<file path="config.mk">
export PLATFORM = sky130hd
export DESIGN_NAME = arm_cond_unit_flat
export DESIGN_NICKNAME = d
export VERILOG_FILES = /design/src/rtl/arm_cond_pkg.sv /design/src/rtl/arm_cond_if.sv /design/src/rtl/arm_cond_eval.sv /design/src/rtl/arm_cond_unit.sv /design/src/flat_wrapper.sv
export SDC_FILE = /design/constraint.sdc
export NUM_CORES = 1
export LEC_CHECK = 0
export ABC_AREA = 1
export CELL_PAD_IN_SITES_DETAIL_PLACEMENT = 0
export CELL_PAD_IN_SITES_GLOBAL_PLACEMENT = 1
export CORE_ASPECT_RATIO = 2
export CORE_MARGIN = 3
export CORE_UTILIZATION = 20
export DETAILED_ROUTE_END_ITERATION = 8
export PLACE_DENSITY_LB_ADDON = 0.1
export RECOVER_POWER = 100
export SLEW_MARGIN = 20
export SYNTH_ARGS = -nofsm -noshare
export SYNTH_HDL_FRONTEND = slang
export SYNTH_SLANG_ARGS = --single-unit
</file>
<file path="constraint.sdc">
create_clock -name i_CLK -period 1.9 [get_ports i_CLK]
set_clock_uncertainty 0.1 [all_clocks]
set_input_delay 0.19 -clock i_CLK [delete_from_list [all_inputs] [get_ports i_CLK]]
set_output_delay 0.19 -clock i_CLK [all_outputs]
set_load 0.01 [all_outputs]
</file>
<file path="src/rtl/arm_cond_pkg.sv">
// Shared types for the Execute-stage condition unit.
// Optional build macro: ARM_COND_PERF_CNT_EN (executed/skipped counters).
package arm_cond_pkg;

    // ARM condition-field encoding
    typedef enum logic [3:0] {
        COND_EQ = 4'h0, COND_NE = 4'h1, COND_HS = 4'h2, COND_LO = 4'h3,
        COND_MI = 4'h4, COND_PL = 4'h5, COND_VS = 4'h6, COND_VC = 4'h7,
        COND_HI = 4'h8, COND_LS = 4'h9, COND_GE = 4'hA, COND_LT = 4'hB,
        COND_GT = 4'hC, COND_LE = 4'hD, COND_AL = 4'hE, COND_NV = 4'hF
    } condition_t;

    // Architectural flags, packed as {N,Z,C,V}
    typedef struct packed {
        logic n;
        logic z;
        logic c;
        logic v;
    } flags_t;

    // Bit positions of each flag within a {N,Z,C,V} vector
    localparam int unsigned FLAG_N = 3;
    localparam int unsigned FLAG_Z = 2;
    localparam int unsigned FLAG_C = 1;
    localparam int unsigned FLAG_V = 0;

endpackage

</file>
<file path="src/rtl/arm_cond_if.sv">
// Execute-stage control bus between the hazard/decode side and the condition unit.
// master drives the Execute-stage controls, slave is the condition unit.
interface arm_cond_if #(
    parameter int unsigned CNT_W = 32
);
    logic             i_Stall;
    logic             i_Flush;
    logic             i_Valid_E;
    logic [3:0]       i_Cond_E;
    logic [1:0]       i_FlagWrite_E;
    logic [3:0]       i_ALUFlags_E;
    logic             i_PCSrc_E;
    logic             i_RegWrite_E;
    logic             i_MemWrite_E;
    logic             o_CondEx_E;
    logic             o_PCSrc_E;
    logic             o_PCSrc_M;
    logic             o_RegWrite_M;
    logic             o_MemWrite_M;
    logic [3:0]       o_Flags;
    logic [CNT_W-1:0] o_ExecCnt;
    logic [CNT_W-1:0] o_SkipCnt;

    modport master (
        output i_Stall, i_Flush, i_Valid_E, i_Cond_E, i_FlagWrite_E,
               i_ALUFlags_E, i_PCSrc_E, i_RegWrite_E, i_MemWrite_E,
        input  o_CondEx_E, o_PCSrc_E, o_PCSrc_M, o_RegWrite_M,
               o_MemWrite_M, o_Flags, o_ExecCnt, o_SkipCnt
    );

    modport slave (
        input  i_Stall, i_Flush, i_Valid_E, i_Cond_E, i_FlagWrite_E,
               i_ALUFlags_E, i_PCSrc_E, i_RegWrite_E, i_MemWrite_E,
        output o_CondEx_E, o_PCSrc_E, o_PCSrc_M, o_RegWrite_M,
               o_MemWrite_M, o_Flags, o_ExecCnt, o_SkipCnt
    );
endinterface

</file>
<file path="src/rtl/arm_cond_eval.sv">
// Pure combinational evaluation of an ARM condition field against {N,Z,C,V}.
module arm_cond_eval
    import arm_cond_pkg::*;
(
    input  condition_t cond_i,
    input  flags_t     flags_i,
    output logic       pass_o
);

    // Condition truth table
    always_comb begin
        pass_o = 1'b0;
        case (cond_i)
            COND_EQ: pass_o = flags_i.z;
            COND_NE: pass_o = !flags_i.z;
            COND_HS: pass_o = flags_i.c;
            COND_LO: pass_o = !flags_i.c;
            COND_MI: pass_o = flags_i.n;
            COND_PL: pass_o = !flags_i.n;
            COND_VS: pass_o = flags_i.v;
            COND_VC: pass_o = !flags_i.v;
            COND_HI: pass_o = flags_i.c && !flags_i.z;
            COND_LS: pass_o = !flags_i.c || flags_i.z;
            COND_GE: pass_o = (flags_i.n == flags_i.v);
            COND_LT: pass_o = (flags_i.n != flags_i.v);
            COND_GT: pass_o = !flags_i.z && (flags_i.n == flags_i.v);
            COND_LE: pass_o = flags_i.z || (flags_i.n != flags_i.v);
            COND_AL: pass_o = 1'b1;
            COND_NV: pass_o = 1'b0;
            default: pass_o = 1'b0;
        endcase
    end

endmodule

</file>
<file path="src/rtl/arm_cond_unit.sv">
// Execute-stage conditional-logic controller: owns NZCV, gates the write
// enables of the Execute instruction and registers them into Memory.
// Optional build macro: ARM_COND_PERF_CNT_EN adds saturating counters of
// executed/skipped conditional (non-AL) instructions.
module arm_cond_unit
    import arm_cond_pkg::*;
#(
    parameter int unsigned CNT_W     = 32,
    parameter logic [3:0]  FLAGS_RST = 4'h0
) (
    input  logic          i_CLK,
    input  logic          i_RST,
    arm_cond_if.slave     bus
);

    flags_t flags_q;
    flags_t flags_d;
    logic   pcsrc_m_q;
    logic   regwrite_m_q;
    logic   memwrite_m_q;
    logic   cond_pass;
    logic   live;
    logic   cond_ex;

    arm_cond_eval u_eval (
        .cond_i  (condition_t'(bus.i_Cond_E)),
        .flags_i (flags_q),
        .pass_o  (cond_pass)
    );

    // Qualify the condition with instruction liveness
    always_comb begin
        live    = bus.i_Valid_E && !bus.i_Flush;
        cond_ex = live && cond_pass;
    end

    // Next flags: each half updated only by an executed flag-setter
    always_comb begin
        flags_d = flags_q;
        if (cond_ex && bus.i_FlagWrite_E[1]) begin
            flags_d.n = bus.i_ALUFlags_E[FLAG_N];
            flags_d.z = bus.i_ALUFlags_E[FLAG_Z];
        end
        if (cond_ex && bus.i_FlagWrite_E[0]) begin
            flags_d.c = bus.i_ALUFlags_E[FLAG_C];
            flags_d.v = bus.i_ALUFlags_E[FLAG_V];
        end
    end

    // Flags and Memory-stage register; stall holds everything, reset wins
    always_ff @(posedge i_CLK) begin
        if (i_RST) begin
            flags_q      <= flags_t'(FLAGS_RST);
            pcsrc_m_q    <= 1'b0;
            regwrite_m_q <= 1'b0;
            memwrite_m_q <= 1'b0;
        end else if (!bus.i_Stall) begin
            flags_q      <= flags_d;
            pcsrc_m_q    <= cond_ex && bus.i_PCSrc_E;
            regwrite_m_q <= cond_ex && bus.i_RegWrite_E;
            memwrite_m_q <= cond_ex && bus.i_MemWrite_E;
        end
    end

    assign bus.o_CondEx_E   = cond_ex;
    assign bus.o_PCSrc_E    = cond_ex && bus.i_PCSrc_E;
    assign bus.o_PCSrc_M    = pcsrc_m_q;
    assign bus.o_RegWrite_M = regwrite_m_q;
    assign bus.o_MemWrite_M = memwrite_m_q;
    assign bus.o_Flags      = flags_q;

`ifdef ARM_COND_PERF_CNT_EN
    logic [CNT_W-1:0] exec_cnt_q;
    logic [CNT_W-1:0] skip_cnt_q;
    logic             counted;

    assign counted = live && (condition_t'(bus.i_Cond_E) != COND_AL);

    // Saturating executed/skipped counters for conditional instructions
    always_ff @(posedge i_CLK) begin
        if (i_RST) begin
            exec_cnt_q <= '0;
            skip_cnt_q <= '0;
        end else if (!bus.i_Stall && counted) begin
            if (cond_pass && (exec_cnt_q != {CNT_W{1'b1}}))
                exec_cnt_q <= exec_cnt_q + CNT_W'(1);
            if (!cond_pass && (skip_cnt_q != {CNT_W{1'b1}}))
                skip_cnt_q <= skip_cnt_q + CNT_W'(1);
        end
    end

    assign bus.o_ExecCnt = exec_cnt_q;
    assign bus.o_SkipCnt = skip_cnt_q;
`else
    assign bus.o_ExecCnt = {CNT_W{1'b0}};
    assign bus.o_SkipCnt = {CNT_W{1'b0}};
`endif

endmodule

</file>
<file path="src/flat_wrapper.sv">
// flat-port wrapper written by rule: the top's interface ports become plain ports
module arm_cond_unit_flat import arm_cond_pkg::*;
#(
    parameter int unsigned CNT_W     = 32,
    parameter logic [3:0]  FLAGS_RST = 4'h0
)
  (i_CLK, i_RST, bus_i_Stall, bus_i_Flush, bus_i_Valid_E, bus_i_Cond_E, bus_i_FlagWrite_E, bus_i_ALUFlags_E, bus_i_PCSrc_E, bus_i_RegWrite_E, bus_i_MemWrite_E, bus_o_CondEx_E, bus_o_PCSrc_E, bus_o_PCSrc_M, bus_o_RegWrite_M, bus_o_MemWrite_M, bus_o_Flags, bus_o_ExecCnt, bus_o_SkipCnt);
  arm_cond_if #(.CNT_W(CNT_W)) bus_i ();
  input  logic i_CLK;
  input  logic i_RST;
  input wire logic [$bits(bus_i.i_Stall)-1:0] bus_i_Stall;
  input wire logic [$bits(bus_i.i_Flush)-1:0] bus_i_Flush;
  input wire logic [$bits(bus_i.i_Valid_E)-1:0] bus_i_Valid_E;
  input wire logic [$bits(bus_i.i_Cond_E)-1:0] bus_i_Cond_E;
  input wire logic [$bits(bus_i.i_FlagWrite_E)-1:0] bus_i_FlagWrite_E;
  input wire logic [$bits(bus_i.i_ALUFlags_E)-1:0] bus_i_ALUFlags_E;
  input wire logic [$bits(bus_i.i_PCSrc_E)-1:0] bus_i_PCSrc_E;
  input wire logic [$bits(bus_i.i_RegWrite_E)-1:0] bus_i_RegWrite_E;
  input wire logic [$bits(bus_i.i_MemWrite_E)-1:0] bus_i_MemWrite_E;
  output wire logic [$bits(bus_i.o_CondEx_E)-1:0] bus_o_CondEx_E;
  output wire logic [$bits(bus_i.o_PCSrc_E)-1:0] bus_o_PCSrc_E;
  output wire logic [$bits(bus_i.o_PCSrc_M)-1:0] bus_o_PCSrc_M;
  output wire logic [$bits(bus_i.o_RegWrite_M)-1:0] bus_o_RegWrite_M;
  output wire logic [$bits(bus_i.o_MemWrite_M)-1:0] bus_o_MemWrite_M;
  output wire logic [$bits(bus_i.o_Flags)-1:0] bus_o_Flags;
  output wire logic [$bits(bus_i.o_ExecCnt)-1:0] bus_o_ExecCnt;
  output wire logic [$bits(bus_i.o_SkipCnt)-1:0] bus_o_SkipCnt;
  assign bus_i.i_Stall = bus_i_Stall;
  assign bus_i.i_Flush = bus_i_Flush;
  assign bus_i.i_Valid_E = bus_i_Valid_E;
  assign bus_i.i_Cond_E = bus_i_Cond_E;
  assign bus_i.i_FlagWrite_E = bus_i_FlagWrite_E;
  assign bus_i.i_ALUFlags_E = bus_i_ALUFlags_E;
  assign bus_i.i_PCSrc_E = bus_i_PCSrc_E;
  assign bus_i.i_RegWrite_E = bus_i_RegWrite_E;
  assign bus_i.i_MemWrite_E = bus_i_MemWrite_E;
  assign bus_o_CondEx_E = bus_i.o_CondEx_E;
  assign bus_o_PCSrc_E = bus_i.o_PCSrc_E;
  assign bus_o_PCSrc_M = bus_i.o_PCSrc_M;
  assign bus_o_RegWrite_M = bus_i.o_RegWrite_M;
  assign bus_o_MemWrite_M = bus_i.o_MemWrite_M;
  assign bus_o_Flags = bus_i.o_Flags;
  assign bus_o_ExecCnt = bus_i.o_ExecCnt;
  assign bus_o_SkipCnt = bus_i.o_SkipCnt;
  arm_cond_unit #(.CNT_W(CNT_W), .FLAGS_RST(FLAGS_RST)) u_core (.i_CLK(i_CLK), .i_RST(i_RST), .bus(bus_i));
endmodule
</file>
==> flow_summary.json <==
{
  "finalNonFillerCells": 266,
  "yosys_warnings": 0,
  "period_share": 0.9316,
  "r2r_end": "u_core.bus.o_Flags[0]",
  "synth_top_family_by_area": "buffers and inverters",
  "synth_area_leader_cell": "buf_4",
  "synth-simple-area-share": 0.2891,
  "cts-root-buf": "clkbuf_8",
  "endpoint_kind": "primary output",
  "drive_gt1_frac": 0.1531,
  "io_buffers": 26,
  "num_rows": 36,
  "synth_compound_area_frac": 0.03791,
  "grt_use_total": 0.07986,
  "die_h_um": 108.8,
  "avgSynthCellArea_um2": 6.323,
  "clkLatencyLatePin_ns": 0.22,
  "r2r_start": "u_core.bus.o_Flags[0]",
  "dieArea_um2": 6241,
  "synthAdderAreaFrac": 0,
  "whs_path_depth": 2,
  "holdCritStartpoint": "u_core.bus.o_MemWrite_M",
  "cp_slowest_cell": "clkdlybuf4s50_1",
  "globalRouteOverflowTotal": 0,
  "num_io_pins": 91,
  "cp_data_required_time_ns": 1.61,
  "max_freq_mhz": 565.0,
  "min_delay_worst_endpoint": "u_core.bus.o_MemWrite_M",
  "holdCritPathClass": "reg2reg",
  "cts.sinks": 7,
  "drtIter0Drc": 12,
  "synth_cell_types": 19,
  "viasPerCell": 3.376,
  "synthCells": 167,
  "synth_top_area_share": 0.4550,
  "hold_viol_final": 0,
  "route.detailed.wl_per_inst_um": 9.508,
  "power_density_nw_per_um2": 439.4,
  "synth_seq_cells": 7,
  "fin_nets": 228,
  "grt_pass1_wl_um": 3857,
  "rsz0062_at_grt": "true",
  "start_util": 0.2112,
  "fin_area_um2": 1284,
  "synth_xor_area_frac": 0,
  "placed_area_um2": 1241,
  "antenna_found_initial": 0,
  "crit_path_cell_trace": "clkdlybuf4s50_1 -> inv_1 -> nor2_1 -> nand3_1 -> nand2_1 -> inv_2 -> nand2_4 -> nand3_1 -> inv_1 -> clkbuf_2",
  "place.gp.congestion": 0.7352,
  "slew_viol_final": 0,
  "synthMuxAreaShare": 0,
  "num_antenna_cells": 0,
  "h-tree-depth": 1,
  "rrSetupSlack_ns": 0.33,
  "p_leak_nw": 0.7371,
  "ys_seq_area_frac": 0.1327,
  "synth.top_cells.by_area": "buf_4 45%, dfxtp_1 13%, nand2_1 12%, inv_1 6.4%, nor2_1 3.9%",
  "cts_max_path_buffers": 2,
  "final_util": 0.2568,
  "max_stage_delay_ns": 0.50,
  "place_hpwl_um": 2300,
  "r2r_cells": 14,
  "status": "complete, no violations",
  "core_um2": 5000,
  "num-fill-cells": 588,
  "dp.cells": 262,
  "drtAntennaViolNets": 0,
  "drt-total-wl_um": 2529,
  "drt_first_pass_iters": 4,
  "cp-start-kind": "input pin",
  "finalPower_mw": 0.5641,
  "grt_pass1_vias": 870,
  "vdd_drop_max_v": 0.0002251,
  "grt_start_max_net_pins": 9,
  "path_clk_slew_ns": 0.04,
  "fin_crit_ns": 1.770,
  "syn2layout_area_growth_pct": 21.56,
  "worstPathMaxFanout": 3,
  "worstPathArrival_ns": 1.48,
  "vias": 898,
  "cts_tree": "built",
  "die_w_um": 57.38,
  "drv_cap": 0,
  "crit_type": "in2out",
  "drc_errors": 0,
  "cts_buffers": 3,
  "setup_viol": 0,
  "fin_setup_tns_ns": 0,
  "syn_area_um2": 1056
}
==> cells in the final DEF, fill, tap and decap left out <==
cell             count
a21oi_1              4
buf_4               13
clkbuf_1             1
clkbuf_2             2
clkbuf_8             3
clkdlybuf4s50_1     15
clkinv_1             1
conb_1              64
dfxtp_1              4
dfxtp_2              2
dfxtp_4              1
dlygate4sd2_1        2
dlygate4sd3_1        7
inv_1               18
inv_2                4
nand2_1             34
nand2_2              1
nand2_4              1
nand3_1              5
nand3_2              3
nand3b_1             3
nand4_1              4
nor2_1              11
nor3_2               1
o21ai_0              2
o21ai_1              1
o21ai_2              1
or2_1                1
==> layout make-up <==
| class | count | area [µm²] | area share |
|---|---|---|---|
| multi-input cells | 136 | 589.3 | 0.4591 |
| repair buffers | 39 | 345.3 | 0.2690 |
| flip-flops and latches | 7 | 146.4 | 0.1140 |
| inverters | 23 | 86.33 | 0.06725 |
| well taps | 57 | 71.32 | 0.05556 |
| clock buffers | 4 | 45.04 | 0.03509 |
==> cell families after synthesis <==
kind of cell	after synthesis
AO/OA/AOI/OAI	8
buffers and inverters	87
flip-flops	7
other	1
AND/OR/NAND/NOR	64
==> worst max-delay path by stage <==
stage / to / slack [ns] / start
final: bus_o_PCSrc_E / 0.13 / bus_i_Cond_E[2]
after floorplan: bus_o_PCSrc_E / 0.42 / u_core.bus.o_Flags[0]
after detailed placement: bus_o_PCSrc_E / -0.51 / bus_i_Cond_E[1]
after CTS: bus_o_PCSrc_E / 0.02 / u_core.bus.o_Flags[3]
after global placement: bus_o_PCSrc_E / -0.53 / bus_i_Cond_E[1]
after global routing: bus_o_PCSrc_E / 0.002 / u_core.bus.o_Flags[3]
==> Yosys cell counts <==
cell / number
a21oi_1: 4
buf_4: 64
clkinv_1: 1
conb_1: 1
dfxtp_1: 7
inv_1: 18
inv_2: 4
nand2_1: 34
nand2_2: 1
nand2_4: 1
nand3_1: 5
nand3_2: 3
nand3b_1: 3
nand4_1: 4
nor2_1: 11
nor3_2: 1
o21ai_0: 2
o21ai_1: 2
or2_1: 1
==> state kept, by name, indices dropped and copies added, names as in the netlist <==
signal / cells
u_core.bus.o_MemWrite_M: 1
u_core.bus.o_PCSrc_M: 1
u_core.bus.o_RegWrite_M: 1
u_core.bus.o_Flags: 4
==> worst max-delay path, delay by kind of cell <==
family | cells | cell delay [ns]
buffers and inverters | 5 | 0.82
and+or+nand+nor | 5 | 0.47
==> per-layer routing <==
layer  global-route usage  part of all wire  vias up
li1                     -                 -      463
met1              0.06357              0.28      378
met2               0.1739              0.62       55
met3              0.01540             0.096        2
met4              0.02985            0.0091        0
met5                    0                 0        -
==> stage by stage <==
stage	hold WS, ns	setup WS [ns]
after floorplan	0.1591	0.4210
after global placement	0.3495	-0.5269
after detailed placement	0.3609	-0.5058
after CTS	0.3698	0.02335
after global routing	0.3873	0.002481
final	0.3599	0.1300
==> what timing repair did <==
| item | 4_1_cts | 5_1_grt |
|---|---|---|
| gates cloned | 0 | 0 |
| endpoints found under the setup margin | 2 | 2 |
| pin swaps | 1 | 2 |
| hold buffers | 0 | 0 |
| buffers inserted | 0 | 0 |
| gates resized for setup | 9 | 4 |
==> where the power goes <==
group | switching, mW | internal [mW]
registers | 0.00334 | 0.151
clock network | 0.0631 | 0.145
logic | 0.129 | 0.0731
Note: power is estimated with default switching activity, not from simulation.
